==> src/rtl/mode_sequencer.sv <==
// Front-panel mode selector: debounced forward/back buttons step a wrapping mode index.
// Define MODE_TIMEOUT_EN to add an idle auto-return to mode 0 (TIMEOUT_EVT pulse).

module mode_sequencer_btn #(
    parameter int DEBOUNCE_CYCLES = 4
) (
    input  logic clk,
    input  logic rst,
    input  logic sw,
    output logic press
);
    localparam int CNT_W = $clog2(DEBOUNCE_CYCLES + 1);
    localparam logic [CNT_W-1:0] CNT_LAST = CNT_W'(DEBOUNCE_CYCLES - 1);

    logic [1:0]       sync;
    logic [1:0]       vld;
    logic             level;
    logic             armed;
    logic [CNT_W-1:0] cnt;
    logic             flip;

    assign flip = (sync[1] != level) && (cnt == CNT_LAST);

    // NOTE: sequential state uses non-blocking assignments so every flop samples pre-edge values.
    always_ff @(posedge clk or posedge rst) begin
        if (rst) begin
            sync  <= '0;
            vld   <= '0;
            level <= 1'b0;
            armed <= 1'b0;
            cnt   <= '0;
            press <= 1'b0;
        end else begin
            sync <= {sync[0], sw};
            vld  <= {vld[0], 1'b1};
            // A button held through reset must be seen released before it can press.
            if (vld[1] && !sync[1])
                armed <= 1'b1;
            if (sync[1] == level) begin
                cnt <= '0;
            end else if (flip) begin
                level <= sync[1];
                cnt   <= '0;
            end else begin
                cnt <= cnt + 1'b1;
            end
            press <= flip & sync[1] & armed;
        end
    end
endmodule

module mode_sequencer #(
    parameter  int NUM_MODES       = 4,
    parameter  int DEBOUNCE_CYCLES = 4,
    parameter  int TIMEOUT_CYCLES  = 1000,
    localparam int IDX_W           = $clog2(NUM_MODES)
) (
    input  logic                 CLK,
    input  logic                 RST,
    input  logic                 SW_MODE,
    input  logic                 SW_BACK,
    input  logic                 LOCK,
    output logic [IDX_W-1:0]     MODE_IDX,
    output logic [NUM_MODES-1:0] MODE_RUN,
    output logic                 MODE_CHANGED,
    output logic                 TIMEOUT_EVT
);
    localparam logic [IDX_W-1:0] LAST_IDX = IDX_W'(NUM_MODES - 1);
    localparam logic [IDX_W:0]   LAST_EXT = (IDX_W + 1)'(NUM_MODES - 1);

    logic             fwd;
    logic             back;
    logic             accepted;
    logic             illegal;
    logic [IDX_W-1:0] idx_next;
    logic             chg_next;
    logic             tmo_next;

    mode_sequencer_btn #(.DEBOUNCE_CYCLES(DEBOUNCE_CYCLES)) u_fwd (
        .clk(CLK), .rst(RST), .sw(SW_MODE), .press(fwd)
    );
    mode_sequencer_btn #(.DEBOUNCE_CYCLES(DEBOUNCE_CYCLES)) u_back (
        .clk(CLK), .rst(RST), .sw(SW_BACK), .press(back)
    );

    assign accepted = (fwd ^ back) & ~LOCK;
    assign illegal  = {1'b0, MODE_IDX} > LAST_EXT;

`ifdef MODE_TIMEOUT_EN
    localparam int TMO_W = $clog2(TIMEOUT_CYCLES + 1);
    localparam logic [TMO_W-1:0] TMO_LAST = TMO_W'(TIMEOUT_CYCLES);

    logic [TMO_W-1:0] tmo_cnt;
    logic             tmo_hit;

    assign tmo_hit = (tmo_cnt == TMO_LAST) && !LOCK;

    always_ff @(posedge CLK or posedge RST) begin
        if (RST) begin
            tmo_cnt     <= '0;
            TIMEOUT_EVT <= 1'b0;
        end else begin
            if (accepted || tmo_hit || LOCK || MODE_IDX == '0)
                tmo_cnt <= '0;
            else
                tmo_cnt <= tmo_cnt + 1'b1;
            TIMEOUT_EVT <= tmo_next;
        end
    end
`else
    assign TIMEOUT_EVT = 1'b0;
`endif

    // NOTE: every always_comb output gets a default first, so no path can infer a latch.
    always_comb begin
        idx_next = MODE_IDX;
        chg_next = 1'b0;
        tmo_next = 1'b0;
        if (illegal) begin
            idx_next = '0;
            chg_next = 1'b1;
        end else if (accepted) begin
            chg_next = 1'b1;
            if (fwd)
                idx_next = (MODE_IDX == LAST_IDX) ? '0 : MODE_IDX + 1'b1;
            else
                idx_next = (MODE_IDX == '0) ? LAST_IDX : MODE_IDX - 1'b1;
        end
`ifdef MODE_TIMEOUT_EN
        else if (tmo_hit) begin
            idx_next = '0;
            chg_next = 1'b1;
            tmo_next = 1'b1;
        end
`endif
    end

    always_ff @(posedge CLK or posedge RST) begin
        if (RST) begin
            MODE_IDX     <= '0;
            MODE_RUN     <= NUM_MODES'(1);
            MODE_CHANGED <= 1'b0;
        end else begin
            MODE_IDX     <= idx_next;
            MODE_RUN     <= NUM_MODES'(1) << idx_next;
            MODE_CHANGED <= chg_next;
        end
    end
endmodule
==> config.mk <==
export PLATFORM = sky130hd
export DESIGN_NAME = mode_sequencer
export DESIGN_NICKNAME = d
export VERILOG_FILES = /design/src/rtl/mode_sequencer.sv
export SDC_FILE = /design/constraint.sdc
export NUM_CORES = 1
export LEC_CHECK = 0
export BUFFER_PORTS_ARGS = -buffer_cell sky130_fd_sc_hd__buf_2
export CAP_MARGIN = 20
export CORE_UTILIZATION = 54
export CTS_BUF_LIST = sky130_fd_sc_hd__clkbuf_16
export DETAILED_ROUTE_END_ITERATION = 10
export PLACE_DENSITY = 0.81
export SYNTH_ARGS = -nofsm -noshare
export SYNTH_HDL_FRONTEND = slang
export SYNTH_SLANG_ARGS = --single-unit
==> constraint.sdc <==
create_clock -name CLK -period 2.3 [get_ports CLK]
set_clock_uncertainty 0.2 [all_clocks]
set_input_delay 0.345 -clock CLK [delete_from_list [all_inputs] [get_ports CLK]]
set_output_delay 0.345 -clock CLK [all_outputs]
set_load 0.005 [all_outputs]
==> run summary <==
PLACE
--------------------------------------------------------------------------------
IO buf count                                                                  11
Gp weighted congestion                                                     0.796
Placed inst area                                                      1050 sq um
Detailed-placement wirelength estimate                                    945 um

FINAL LAYOUT
--------------------------------------------------------------------------------
Area Overhead vs Synth                                                     20.1%
Proportion of layout cells with a drive suffix above 1                     0.244
Number of antenna repair diodes                                                0
Final design instance area without fill                               1160 sq um
Layout Nets                                                                  100

DRT
--------------------------------------------------------------------------------
Post-route ant nets                                                            0
Detailed-routing iteration count for the pre-antenna-repair pass               9
Avg Vias per Cell                                                           4.82
Number of design rule violations left after detail routing                     1
Overall routed net length                                                1460 um
Count of vias placed by the detailed router                                  549
Wire per inst                                                            12.8 um
Violation count after the first detailed-route iteration                       5

TIMING
--------------------------------------------------------------------------------
Accumulated negative setup slack                                            0 ps
Final Hold Violating Endpoints                                                 0
Max-slew violation total from the final report                                 0
Unrepaired setup endpoints after global routing                            false
Final hold slack                                                          113 ps
Fin crit share                                                             0.821
Maximum operating frequency                                              530 MHz
Final critical delay including setup and external delays                 1890 ps
Setup-violating endpoint count in the final report                             0

CTS
--------------------------------------------------------------------------------
Clk root buf                                                        sky130_fd_sc_hd__clkbuf_16
Worst-skew pair later-pin latency                                         250 ps
CTS tree                                                                    done
Clock buffer count from CTS                                                    3
Clock net sink count                                                          25
Clock H-tree levels                                                            1
CTS max path bufs                                                              2
Clk pin slew, worst setup/hold paths                                       60 ps

WORST HOLD PATH
--------------------------------------------------------------------------------
Classification of the worst-slack hold path                               in2reg
Instance count along the most critical hold path                               2

SETUP PATH
--------------------------------------------------------------------------------
Data required, critical path                                             2250 ps
CP Launch Type                                                          register
Number of cells on the worst reg-to-reg path                                   6
CP arrival                                                               1830 ps
Worst setup EP type                                                     register
Maximum net fanout on the critical path                                        5
Crit path kind                                                           reg2reg

GRT
--------------------------------------------------------------------------------
Pin count of the biggest net entering global routing                          26
Final global-route overflow total                                              0
Vias in the first global route                                               611
First-pass GRT wire length                                               2590 um
Total GRT Usage                                                            0.188
Number of antenna violations at the first check in global routing              0

RUN
--------------------------------------------------------------------------------
Max capacitance violation total                                                0

DIE
--------------------------------------------------------------------------------
Die X                                                                    44.2 um
Chip Height                                                              44.2 um
Effective utilization at floorplan                                         0.604
Number of top-level pins                                                      13
Area of the core                                                      1590 sq um
Area enclosed by the die boundary                                     1960 sq um
Number of rows in the core area                                               14

YOSYS
--------------------------------------------------------------------------------
Net count after synthesis                                                     81
Post-synth ARST share                                                       1.00
Number of synthesized flops with an enable pin                                 0
Sequential area share after synthesis                                      0.651
Warnings, synthesis                                                            0
Post-synthesis sequential element count                                       25
Count of mapped cells out of synthesis                                        72
Largest cells by area after synthesis                               sky130_fd_sc_hd__dfrtp_1, sky130_fd_sc_hd__ha_1, sky130_fd_sc_hd__nor2b_1
Dominant register cell in the synthesized netlist                   sky130_fd_sc_hd__dfrtp_1
Synth Area per Inst                                                   13.4 sq um
Commonest cells post-synth                                          sky130_fd_sc_hd__dfrtp_1, sky130_fd_sc_hd__inv_1, sky130_fd_sc_hd__nor2b_1
Cell accounting for the most synthesized area                       sky130_fd_sc_hd__dfrtp_1
Most frequently used cell type in the post-synthesis netlist        sky130_fd_sc_hd__dfrtp_1
Area share of the leading cell type in the synthesized netlist             0.623
Number of different library cells in the post-synthesis netlist               23
Synthesized cell area                                                  963 sq um

RUN STATUS
--------------------------------------------------------------------------------
Run status                                                          finished with violations
Violated checks                                                     design-rule violations

PWR
--------------------------------------------------------------------------------
Pwr/cell area                                                       1110 nW/um^2
Max VDD drop                                                              581 uV
Static power due to leakage                                             0.556 nW

[final cells by class]
cell class	count	area [sq um]
repair buffers	15	92.6
flip-flops and latches	25	627
inverters	5	18.8
multi-input cells	41	310
fillers	105	437
clock buffers	3	75.1
well taps	24	30.0
clock inverters	1	3.75
[where the power goes]
| group | switching, W | total, W | internal (W) |
|---|---|---|---|
| Clock | 0.000136 | 0.000368 | 0.000232 |
| Sequential | 0.0000628 | 0.000607 | 0.000545 |
| Combinational | 0.000143 | 0.000306 | 0.000163 |
[metal layers]
metal  up-vias  track usage  part of all wire  wire length (um)
met5         -            0                 0                 0
met3         2       0.0367             0.025                36
met2        10        0.338              0.53               776
met1       266        0.220              0.44               641
li1        271            -                 -                 -
met4         0       0.0727            0.0055                 8
[metrics by stage]
step | setup WS, ps | util | std cells | power [W]
finish | 412 | 0.726 | 114 | 0.00128
global route | 328 | 0.726 | 114 | 0.00136
CTS | 413 | 0.726 | 114 | 0.00129
detailed placement | 421 | 0.658 | 107 | 0.000910
global placement | 522 | 0.658 | 107 | 0.000885
floorplan | 524 | - | 72 | 0.000810
[path summary, 6_finish.rpt]
check                                          end                     from  slack (ps)
setup / recovery             MODE_RUN[3]$_DFF_PP0_    MODE_IDX[0]$_DFF_PP0_         410
hold / removal              MODE_CHANGED$_DFF_PP0_                     LOCK         110
setup reg to reg             MODE_RUN[3]$_DFF_PP0_    MODE_IDX[0]$_DFF_PP0_         410
hold reg to reg            u_fwd.sync[1]$_DFF_PP0_  u_fwd.sync[0]$_DFF_PP0_         150
max in group asynchronous    MODE_RUN[0]$_DFF_PP1_                      RST        1130
min in group asynchronous   u_fwd.cnt[2]$_DFF_PP0_                      RST         490
[cells in the final DEF, fill, tap and decap left out]
master                           n
sky130_fd_sc_hd__nor3b_1         4
sky130_fd_sc_hd__dfstp_2         1
sky130_fd_sc_hd__conb_1          2
sky130_fd_sc_hd__clkbuf_16       3
sky130_fd_sc_hd__a21o_1          2
sky130_fd_sc_hd__and3_4          1
sky130_fd_sc_hd__dfrtp_1        24
sky130_fd_sc_hd__buf_2          11
sky130_fd_sc_hd__and2_4          1
sky130_fd_sc_hd__mux2_2          2
sky130_fd_sc_hd__o311ai_2        1
sky130_fd_sc_hd__o21ai_0         4
sky130_fd_sc_hd__and2_1          1
sky130_fd_sc_hd__nor3_1          2
sky130_fd_sc_hd__or4_1           1
sky130_fd_sc_hd__o311ai_0        1
sky130_fd_sc_hd__nor2_1          4
sky130_fd_sc_hd__nor2b_1         5
sky130_fd_sc_hd__xnor2_1         3
sky130_fd_sc_hd__and4b_1         1
sky130_fd_sc_hd__dlygate4sd3_1   3
sky130_fd_sc_hd__nand2b_2        1
sky130_fd_sc_hd__ha_1            4
sky130_fd_sc_hd__nand3_1         1
sky130_fd_sc_hd__inv_1           6
sky130_fd_sc_hd__buf_4           1
[worst max-delay path, cell delays in order, from the launching register on]
cell,delay (ps)
sky130_fd_sc_hd__dfrtp_1,410
sky130_fd_sc_hd__inv_1,90
sky130_fd_sc_hd__ha_1,330
sky130_fd_sc_hd__nor3b_1,160
sky130_fd_sc_hd__o21ai_0,230
sky130_fd_sc_hd__o311ai_2,200
sky130_fd_sc_hd__and2_4,180
[what timing repair did]
item / CTS / global route
gates resized for setup: 0 / 0
hold buffers: 3 / 0
setup buffers: 0 / 0
endpoints found under the hold margin: 26 / 0
[sequential cells by signal (all words and copies together) (netlist names), 2 cells and up]
name         count
MODE_IDX         2
u_fwd.cnt        3
u_back.sync      2
MODE_RUN         4
u_back.vld       2
u_back.cnt       3
u_fwd.sync       2
[cell families (layout without fill, tap and decap cells)]
logic type	count (synthesis)	after routing	share of synthesized area
compound gates	8	8	0.0623
other cells	2	2	0.00780
buf+inv	6	24	0.0273
simple gates	22	22	0.149
flops	25	25	0.651
xor+xnor	3	3	0.0273
mux	2	2	0.0234
fa+ha+maj	4	4	0.0520
No activity file was read; power rests on OpenSTA's default activity.
